### src/rtl/mdu_pkg.sv
// rtl/mdu_pkg.sv - shared types and constants for the MDU operand stage
package mdu_pkg;

    localparam int MDU_PAR = 32;
    localparam int MDU_OPW = 3;

    localparam int OP_DIV_BIT   = 2;
    localparam int OP_DIVU_BIT  = 0;
    localparam int OP_MULU0_BIT = 1;

    typedef enum logic [MDU_OPW-1:0] {
        OP_MUL    = 3'b000,
        OP_MULH   = 3'b001,
        OP_MULHSU = 3'b010,
        OP_MULHU  = 3'b011,
        OP_DIV    = 3'b100,
        OP_DIVU   = 3'b101,
        OP_REM    = 3'b110,
        OP_REMU   = 3'b111
    } mdu_opcode_e;

    typedef struct packed {
        logic [MDU_OPW-1:0] opcode;
        logic [MDU_PAR:0]   op0;
        logic [MDU_PAR:0]   op1;
        logic               div_zero;
        logic               div_ovf;
        logic               neg_q;
        logic               neg_r;
    } cond_beat_t;

    typedef enum logic [1:0] {
        BUF_EMPTY = 2'd0,
        BUF_ONE   = 2'd1,
        BUF_TWO   = 2'd2
    } buf_state_e;

endpackage

### src/rtl/mdu_operand_stage_if.sv
// rtl/mdu_operand_stage_if.sv - issue-side and core-side handshake bundle of the operand stage
interface mdu_operand_stage_if #(
    parameter int PAR          = 32,
    parameter int OPCODE_WIDTH = 3
);
    logic                    in_valid;
    logic                    in_ready;
    logic [OPCODE_WIDTH-1:0] in_opcode;
    logic [PAR-1:0]          in_op0;
    logic [PAR-1:0]          in_op1;

    logic                    out_valid;
    logic                    out_ready;
    logic [OPCODE_WIDTH-1:0] out_opcode;
    logic [PAR:0]            out_op0;
    logic [PAR:0]            out_op1;
    logic                    out_div_zero;
    logic                    out_div_ovf;
    logic                    out_neg_q;
    logic                    out_neg_r;

    // master is the issue side that also consumes the conditioned beat
    modport master (
        output in_valid, in_opcode, in_op0, in_op1, out_ready,
        input  in_ready, out_valid, out_opcode, out_op0, out_op1,
        input  out_div_zero, out_div_ovf, out_neg_q, out_neg_r
    );

    modport slave (
        input  in_valid, in_opcode, in_op0, in_op1, out_ready,
        output in_ready, out_valid, out_opcode, out_op0, out_op1,
        output out_div_zero, out_div_ovf, out_neg_q, out_neg_r
    );
endinterface

### src/rtl/mdu_operand_cond.sv
// rtl/mdu_operand_cond.sv - combinational operand extension/magnitude and division corner flags
module mdu_operand_cond
    import mdu_pkg::*;
#(
    parameter int PAR          = MDU_PAR,
    parameter int OPCODE_WIDTH = MDU_OPW,
    parameter int ABS_DIV      = 1
) (
    input  logic [OPCODE_WIDTH-1:0] opcode,
    input  logic [PAR-1:0]          op0,
    input  logic [PAR-1:0]          op1,
    output cond_beat_t              beat
);

    localparam logic USE_ABS = (ABS_DIV != 0);
    localparam logic [PAR-1:0] MIN_VAL = {1'b1, {(PAR-1){1'b0}}};

    logic           is_div;
    logic           signed_div;
    logic           op0_uns;
    logic           op1_uns;
    logic           s0;
    logic           s1;
    logic [PAR-1:0] mag0;
    logic [PAR-1:0] mag1;
    logic           div_zero;
    logic           div_ovf;

    always_comb begin
        is_div     = opcode[OP_DIV_BIT];
        signed_div = is_div & ~opcode[OP_DIVU_BIT];
        // MULHSU/MULHU treat op0 as unsigned; only MULHU treats op1 as unsigned
        op0_uns    = is_div ? opcode[OP_DIVU_BIT] : opcode[OP_MULU0_BIT];
        op1_uns    = is_div ? opcode[OP_DIVU_BIT]
                            : (opcode[OP_MULU0_BIT] & opcode[OP_DIVU_BIT]);
        s0         = ~op0_uns & op0[PAR-1];
        s1         = ~op1_uns & op1[PAR-1];

        // two's-complement negate of MIN yields MIN, which is the correct magnitude once zero-extended
        mag0       = s0 ? (~op0 + 1'b1) : op0;
        mag1       = s1 ? (~op1 + 1'b1) : op1;

        div_zero   = is_div & (op0 == '0);
        div_ovf    = signed_div & (op1 == MIN_VAL) & (&op0);

        beat          = '0;
        beat.opcode   = opcode;
        if (USE_ABS && signed_div) begin
            beat.op0 = {1'b0, mag0};
            beat.op1 = {1'b0, mag1};
        end else begin
            beat.op0 = {s0, op0};
            beat.op1 = {s1, op1};
        end
        beat.div_zero = USE_ABS & div_zero;
        beat.div_ovf  = USE_ABS & div_ovf;
        beat.neg_q    = USE_ABS & signed_div & (s0 ^ s1) & ~div_zero & ~div_ovf;
        beat.neg_r    = USE_ABS & signed_div & s1 & ~div_zero & ~div_ovf;
    end

endmodule

### src/rtl/mdu_operand_stage.sv
// rtl/mdu_operand_stage.sv - registered MDU operand front-end with a 2-entry skid buffer
module mdu_operand_stage
    import mdu_pkg::*;
#(
    parameter int PAR          = MDU_PAR,
    parameter int OPCODE_WIDTH = MDU_OPW,
    parameter int ABS_DIV      = 1
) (
    input  logic               clk,
    input  logic               rst_n,
    input  logic               flush,
    mdu_operand_stage_if.slave bus
);

    cond_beat_t cond_beat;
    cond_beat_t main_d;
    cond_beat_t main_q;
    cond_beat_t skid_d;
    cond_beat_t skid_q;
    buf_state_e state_d;
    buf_state_e state_q;
    logic       in_ready_d;
    logic       in_ready_q;
    logic       accept;
    logic       consume;

    mdu_operand_cond #(
        .PAR          (PAR),
        .OPCODE_WIDTH (OPCODE_WIDTH),
        .ABS_DIV      (ABS_DIV)
    ) u_cond (
        .opcode (bus.in_opcode),
        .op0    (bus.in_op0),
        .op1    (bus.in_op1),
        .beat   (cond_beat)
    );

    always_comb begin
        main_d     = main_q;
        skid_d     = skid_q;
        state_d    = state_q;
        accept     = bus.in_valid & in_ready_q;
        consume    = (state_q != BUF_EMPTY) & bus.out_ready;

        case (state_q)
            BUF_EMPTY: begin
                if (accept) begin
                    main_d  = cond_beat;
                    state_d = BUF_ONE;
                end
            end
            BUF_ONE: begin
                if (accept && consume) begin
                    main_d = cond_beat;
                end else if (consume) begin
                    state_d = BUF_EMPTY;
                end else if (accept) begin
                    skid_d  = cond_beat;
                    state_d = BUF_TWO;
                end
            end
            BUF_TWO: begin
                // in_ready is low here, so only the drain path exists
                if (consume) begin
                    main_d  = skid_q;
                    state_d = BUF_ONE;
                end
            end
            default: state_d = BUF_EMPTY;
        endcase

        if (flush) begin
            state_d = BUF_EMPTY;
        end

        in_ready_d = (state_d != BUF_TWO);
    end

    always_ff @(posedge clk or negedge rst_n) begin
        if (!rst_n) begin
            state_q    <= BUF_EMPTY;
            main_q     <= '0;
            skid_q     <= '0;
            in_ready_q <= 1'b1;
        end else begin
            state_q    <= state_d;
            main_q     <= main_d;
            skid_q     <= skid_d;
            in_ready_q <= in_ready_d;
        end
    end

    assign bus.in_ready     = in_ready_q;
    assign bus.out_valid    = (state_q != BUF_EMPTY);
    assign bus.out_opcode   = main_q.opcode;
    assign bus.out_op0      = main_q.op0;
    assign bus.out_op1      = main_q.op1;
    assign bus.out_div_zero = main_q.div_zero;
    assign bus.out_div_ovf  = main_q.div_ovf;
    assign bus.out_neg_q    = main_q.neg_q;
    assign bus.out_neg_r    = main_q.neg_r;

endmodule
### src/flat_wrapper.sv
// flat-port wrapper written by rule: the top's interface ports become plain ports
module mdu_operand_stage_flat import mdu_pkg::*;
#(
    parameter int PAR          = MDU_PAR,
    parameter int OPCODE_WIDTH = MDU_OPW,
    parameter int ABS_DIV      = 1
)
  (clk, rst_n, flush, bus_in_valid, bus_in_opcode, bus_in_op0, bus_in_op1, bus_out_ready, bus_in_ready, bus_out_valid, bus_out_opcode, bus_out_op0, bus_out_op1, bus_out_div_zero, bus_out_div_ovf, bus_out_neg_q, bus_out_neg_r);
  mdu_operand_stage_if #(.PAR(PAR), .OPCODE_WIDTH(OPCODE_WIDTH)) bus_i ();
  input  logic clk;
  input  logic rst_n;
  input  logic flush;
  input wire logic [$bits(bus_i.in_valid)-1:0] bus_in_valid;
  input wire logic [$bits(bus_i.in_opcode)-1:0] bus_in_opcode;
  input wire logic [$bits(bus_i.in_op0)-1:0] bus_in_op0;
  input wire logic [$bits(bus_i.in_op1)-1:0] bus_in_op1;
  input wire logic [$bits(bus_i.out_ready)-1:0] bus_out_ready;
  output wire logic [$bits(bus_i.in_ready)-1:0] bus_in_ready;
  output wire logic [$bits(bus_i.out_valid)-1:0] bus_out_valid;
  output wire logic [$bits(bus_i.out_opcode)-1:0] bus_out_opcode;
  output wire logic [$bits(bus_i.out_op0)-1:0] bus_out_op0;
  output wire logic [$bits(bus_i.out_op1)-1:0] bus_out_op1;
  output wire logic [$bits(bus_i.out_div_zero)-1:0] bus_out_div_zero;
  output wire logic [$bits(bus_i.out_div_ovf)-1:0] bus_out_div_ovf;
  output wire logic [$bits(bus_i.out_neg_q)-1:0] bus_out_neg_q;
  output wire logic [$bits(bus_i.out_neg_r)-1:0] bus_out_neg_r;
  assign bus_i.in_valid = bus_in_valid;
  assign bus_i.in_opcode = bus_in_opcode;
  assign bus_i.in_op0 = bus_in_op0;
  assign bus_i.in_op1 = bus_in_op1;
  assign bus_i.out_ready = bus_out_ready;
  assign bus_in_ready = bus_i.in_ready;
  assign bus_out_valid = bus_i.out_valid;
  assign bus_out_opcode = bus_i.out_opcode;
  assign bus_out_op0 = bus_i.out_op0;
  assign bus_out_op1 = bus_i.out_op1;
  assign bus_out_div_zero = bus_i.out_div_zero;
  assign bus_out_div_ovf = bus_i.out_div_ovf;
  assign bus_out_neg_q = bus_i.out_neg_q;
  assign bus_out_neg_r = bus_i.out_neg_r;
  mdu_operand_stage #(.PAR(PAR), .OPCODE_WIDTH(OPCODE_WIDTH), .ABS_DIV(ABS_DIV)) u_core (.clk(clk), .rst_n(rst_n), .flush(flush), .bus(bus_i));
endmodule
### config.mk
export PLATFORM = sky130hd
export DESIGN_NAME = mdu_operand_stage_flat
export DESIGN_NICKNAME = d
export VERILOG_FILES = /design/src/rtl/mdu_pkg.sv /design/src/rtl/mdu_operand_stage_if.sv /design/src/rtl/mdu_operand_cond.sv /design/src/rtl/mdu_operand_stage.sv /design/src/flat_wrapper.sv
export SDC_FILE = /design/constraint.sdc
export NUM_CORES = 1
export LEC_CHECK = 0
export CAP_MARGIN = 20
export CORE_ASPECT_RATIO = 0.75
export CORE_MARGIN = 1.5
export CORE_UTILIZATION = 50
export DETAILED_ROUTE_END_ITERATION = 8
export GPL_ROUTABILITY_DRIVEN = 0
export PLACE_DENSITY = 0.77
export SYNTH_ARGS = -nofsm -noshare
export SYNTH_HDL_FRONTEND = slang
export SYNTH_SLANG_ARGS = --single-unit
### constraint.sdc
create_clock -name clk -period 3.11 [get_ports clk]
set_input_delay 0.622 -clock clk [delete_from_list [all_inputs] [get_ports clk]]
set_output_delay 0.622 -clock clk [all_outputs]
set_load 0.05 [all_outputs]
==> metrics <==
outcome=complete, no violations; slew margin rel.=between 50 and 60%; r2r startpoint=u_core.bus.in_ready; initial antenna violation count=0; Worst Reg2Reg Path Length in Cells=6; vias in the first global route=approximately 7000; clk sinks=149; register area share after synthesis=~48%; Pins Over Slew Limit=0; Synth Area in Simple Gates=23.5%; final hold vios=0; per-cell routed wire length=approximately 18 um; Post-synth EDFFs=0; Critical Path Sink=u_core.bus.out_neg_r; final instance area=approximately 10000 um^2; combinational power share=roughly 29%; TNS Setup=0 ns; antenna viol nets, final=0; Synth Flop Type=dfrtp_1; I/O pins=approximately 150; Synth Area in Adders=less than 1%; layout cells sized above 1=~11%; # Post-CTS Setup Buffers=0; Synth cell types=slightly below 60; worst-case clock buffer depth=2; grt ovf=0; DR vias=approximately 7400; CP Launch Point=bus_in_op1[3]; sequential share of power=between 30% and 40%; Psw=about 0.0024 W; clock network power share=between 30% and 40%; max_cap viols=0; min-delay worst type=in -> async; Cells after DPL=between 1000 and 1500; Max VDD drop=slightly below 500 uV; Initial Utilization=between 50% and 60%; Synth Warn #=0; Die X=between 100 and 150 um; post-layout min period=2.66 ns; H-tree depth=4; Setup crit start kind=primary input; Critical Path RT=around 3.4 ns; First-pass DRT Iterations=5; largest family of logic cells by synthesized area=simple AND/OR/NAND/NOR gates; Post-Route WL=about 23 mm; CTS Hold Bufs=0; Non-Filler Instances=around 1300; total core area=15200 um^2; Crit Path Max Fanout=5; PortBufs=approximately 150; critical path endpoint category=flop; worst slew pin tran=around 0.65 ns; Net Sw Frac=roughly a third; drt drc=0; Mapped Area=roughly 7700 um^2; largest net degree at the start of global routing=between 60 and 70; power per cell area=slightly below 700 nW/um^2; most frequent cells in the layout=148 x dfrtp_1, 145 x clkdlybuf4s50_1, 141 x nand2_1; Achievable Freq=between 300 and 400 MHz; R2R Setup Slk=~1.0 ns; multi-input logic area=about 3800 um^2; Area growth syn-to-layout=35.2%; starting DRC count in detailed routing=just over 700; CP arrival=between 2 and 3 ns; Pint=about 0.0047 W; r2r endpoint=u_core.bus.out_op0[23]; Fin Clk Skew=0.00607 ns; Num CTS Buffers=17; Setup-failing EPs final=0; register area=~3700 um^2; mux share of post-synthesis cell area=less than 1%; Die Ht=around 110 um; most common cell after layout, fill and taps aside=dfrtp_1; post-CTS sizing=0; Cell Area, Placed=slightly below 10000 um^2; worst skew pair latency=0.43 ns; n_diodes=0; leak pwr=roughly 4.5 nW; Setup Crit Path Kind=in -> reg; cells after synthesis=893; share of flip-flops with an asynchronous set or reset=100%; unrepaired setup endpoints after global routing=no; CTS root buf=clkbuf_16; DP Wirelength=15.9 mm; PnR Total Power=roughly 0.007 W; first-pass GRT wire length=~36 mm; post-synthesis net count=about 970; Setup WS pre-CTS=0.0336 ns; Fill cells=between 1000 and 1500; Synth Area in Compound Gates=about 17%; final worst slack=approximately 0.45 ns; Yosys reg bits=approximately 150; final worst-path cycle share=a little under nine tenths; GRT Util Overall=between 20% and 30%; DIE AREA=~16000 um^2; Layout Nets=roughly 1100; Clock transition at path regs=0.06 ns; vias per cell=just under 6; CTS tree=built; Synth Area in XOR/XNOR=under 10%; Rows=39; syn_area_per_cell=a little under 9 um^2
## layout make-up
| cell class | count | area share, % |
|---|---|---|
| clock buffers | 25 | 4.74 |
| clock inverters | 7 | 1.81 |
| inverters | 10 | 0.359 |
| multi-input cells | 678 | 35.9 |
| flip-flops and latches | 149 | 35.6 |
| well taps | 205 | 2.45 |
| repair buffers | 207 | 19.1 |
## registers in the layout, indices dropped and copies added (netlist names)
| signal | flops |
|---|---|
| u_core.skid_q | 73 |
| u_core.bus.out_op0 | 33 |
| u_core.bus.out_op1 | 33 |
| u_core.bus.out_opcode | 3 |
| u_core.state_q | 2 |
| u_core.bus.in_ready | 1 |
| u_core.bus.out_div_ovf | 1 |
| u_core.bus.out_div_zero | 1 |
| u_core.bus.out_neg_q | 1 |
| u_core.bus.out_neg_r | 1 |
## power groups by stage
stage,sequential [W],combinational [W],clock (W)
after global routing,0.00269,0.00219,0.00252
after CTS,0.00263,0.00205,0.00243
final,0.00264,0.00204,0.00240
after floorplan,0.00324,0.000621,0
after global placement,0.00264,0.00200,0
after detailed placement,0.00266,0.00204,0
## layer usage
layer	track usage, %	up-vias	routed length (um)
met5	0	-	0
met4	9.02	0	376
met3	6.71	32	1910
met2	44.6	318	10500
met1	40.2	3572	9890
li1	-	3463	-
## synth_stat cells (all sizes together) (4+ instances only)
library cell / number / area (um^2)
dfrtp: 148 / 3700
nand2: 142 / 533
nor2: 115 / 432
o21ai: 91 / 455
a21oi: 67 / 335
clkbuf: 47 / 196
nor3: 30 / 160
xor2: 28 / 245
xnor2: 27 / 236
a31oi: 21 / 131
a211oi: 18 / 135
nor4: 16 / 128
nand3: 14 / 70.1
or3: 12 / 75.1
inv: 10 / 37.5
o31ai: 10 / 75.1
buf: 9 / 46.3
nand4: 9 / 56.3
a21o: 8 / 60.1
or4: 8 / 63.8
and3: 7 / 47.5
or2: 7 / 43.8
mux2i: 5 / 50.1
nand3b: 4 / 30.0
o31a: 4 / 35.0
## worst max-delay path, cell delays in order
cell and delay, ns:
clkdlybuf4s50_1 0.49, or3_1 0.43, or4_4 0.45, and4bb_2 0.38
and4_4 0.24, nor3_2 0.05, a221o_1 0.32
## logic make-up after synthesis
family / Yosys count
AO/OA/AOI/OAI: 230
adder cells (fa/ha/maj): 3
multiplexers: 7
AND/OR/NAND/NOR: 383
XOR/XNOR: 55
flip-flops: 149
buffers and inverters: 66
## through the flow
stage / utilization [%] / hold WS [ns]
after floorplan: - / 0.326
after global placement: 64.3 / 0.453
after detailed placement: 64.3 / 0.457
after CTS: 68.8 / 0.210
after global routing: 68.9 / 0.230
final: 68.9 / 0.186
## how the worst min path moves through the flow
stage	from	endpoint	slack [ns]	depth (start not counted)
6_report	rst_n	u_core.bus.out_op1[20]	0.19	1
4_1_cts	rst_n	u_core.bus.out_op1[16]	0.21	1
3_3_place_gp	u_core.skid_q[62]	u_core.skid_q[62]	0.45	2
3_5_place_dp	u_core.skid_q[60]	u_core.skid_q[60]	0.46	2
2_1_floorplan	rst_n	u_core.bus.out_div_ovf	0.33	0
5_1_grt	rst_n	u_core.bus.out_op1[20]	0.23	1
(Power assumes the default switching activity.)
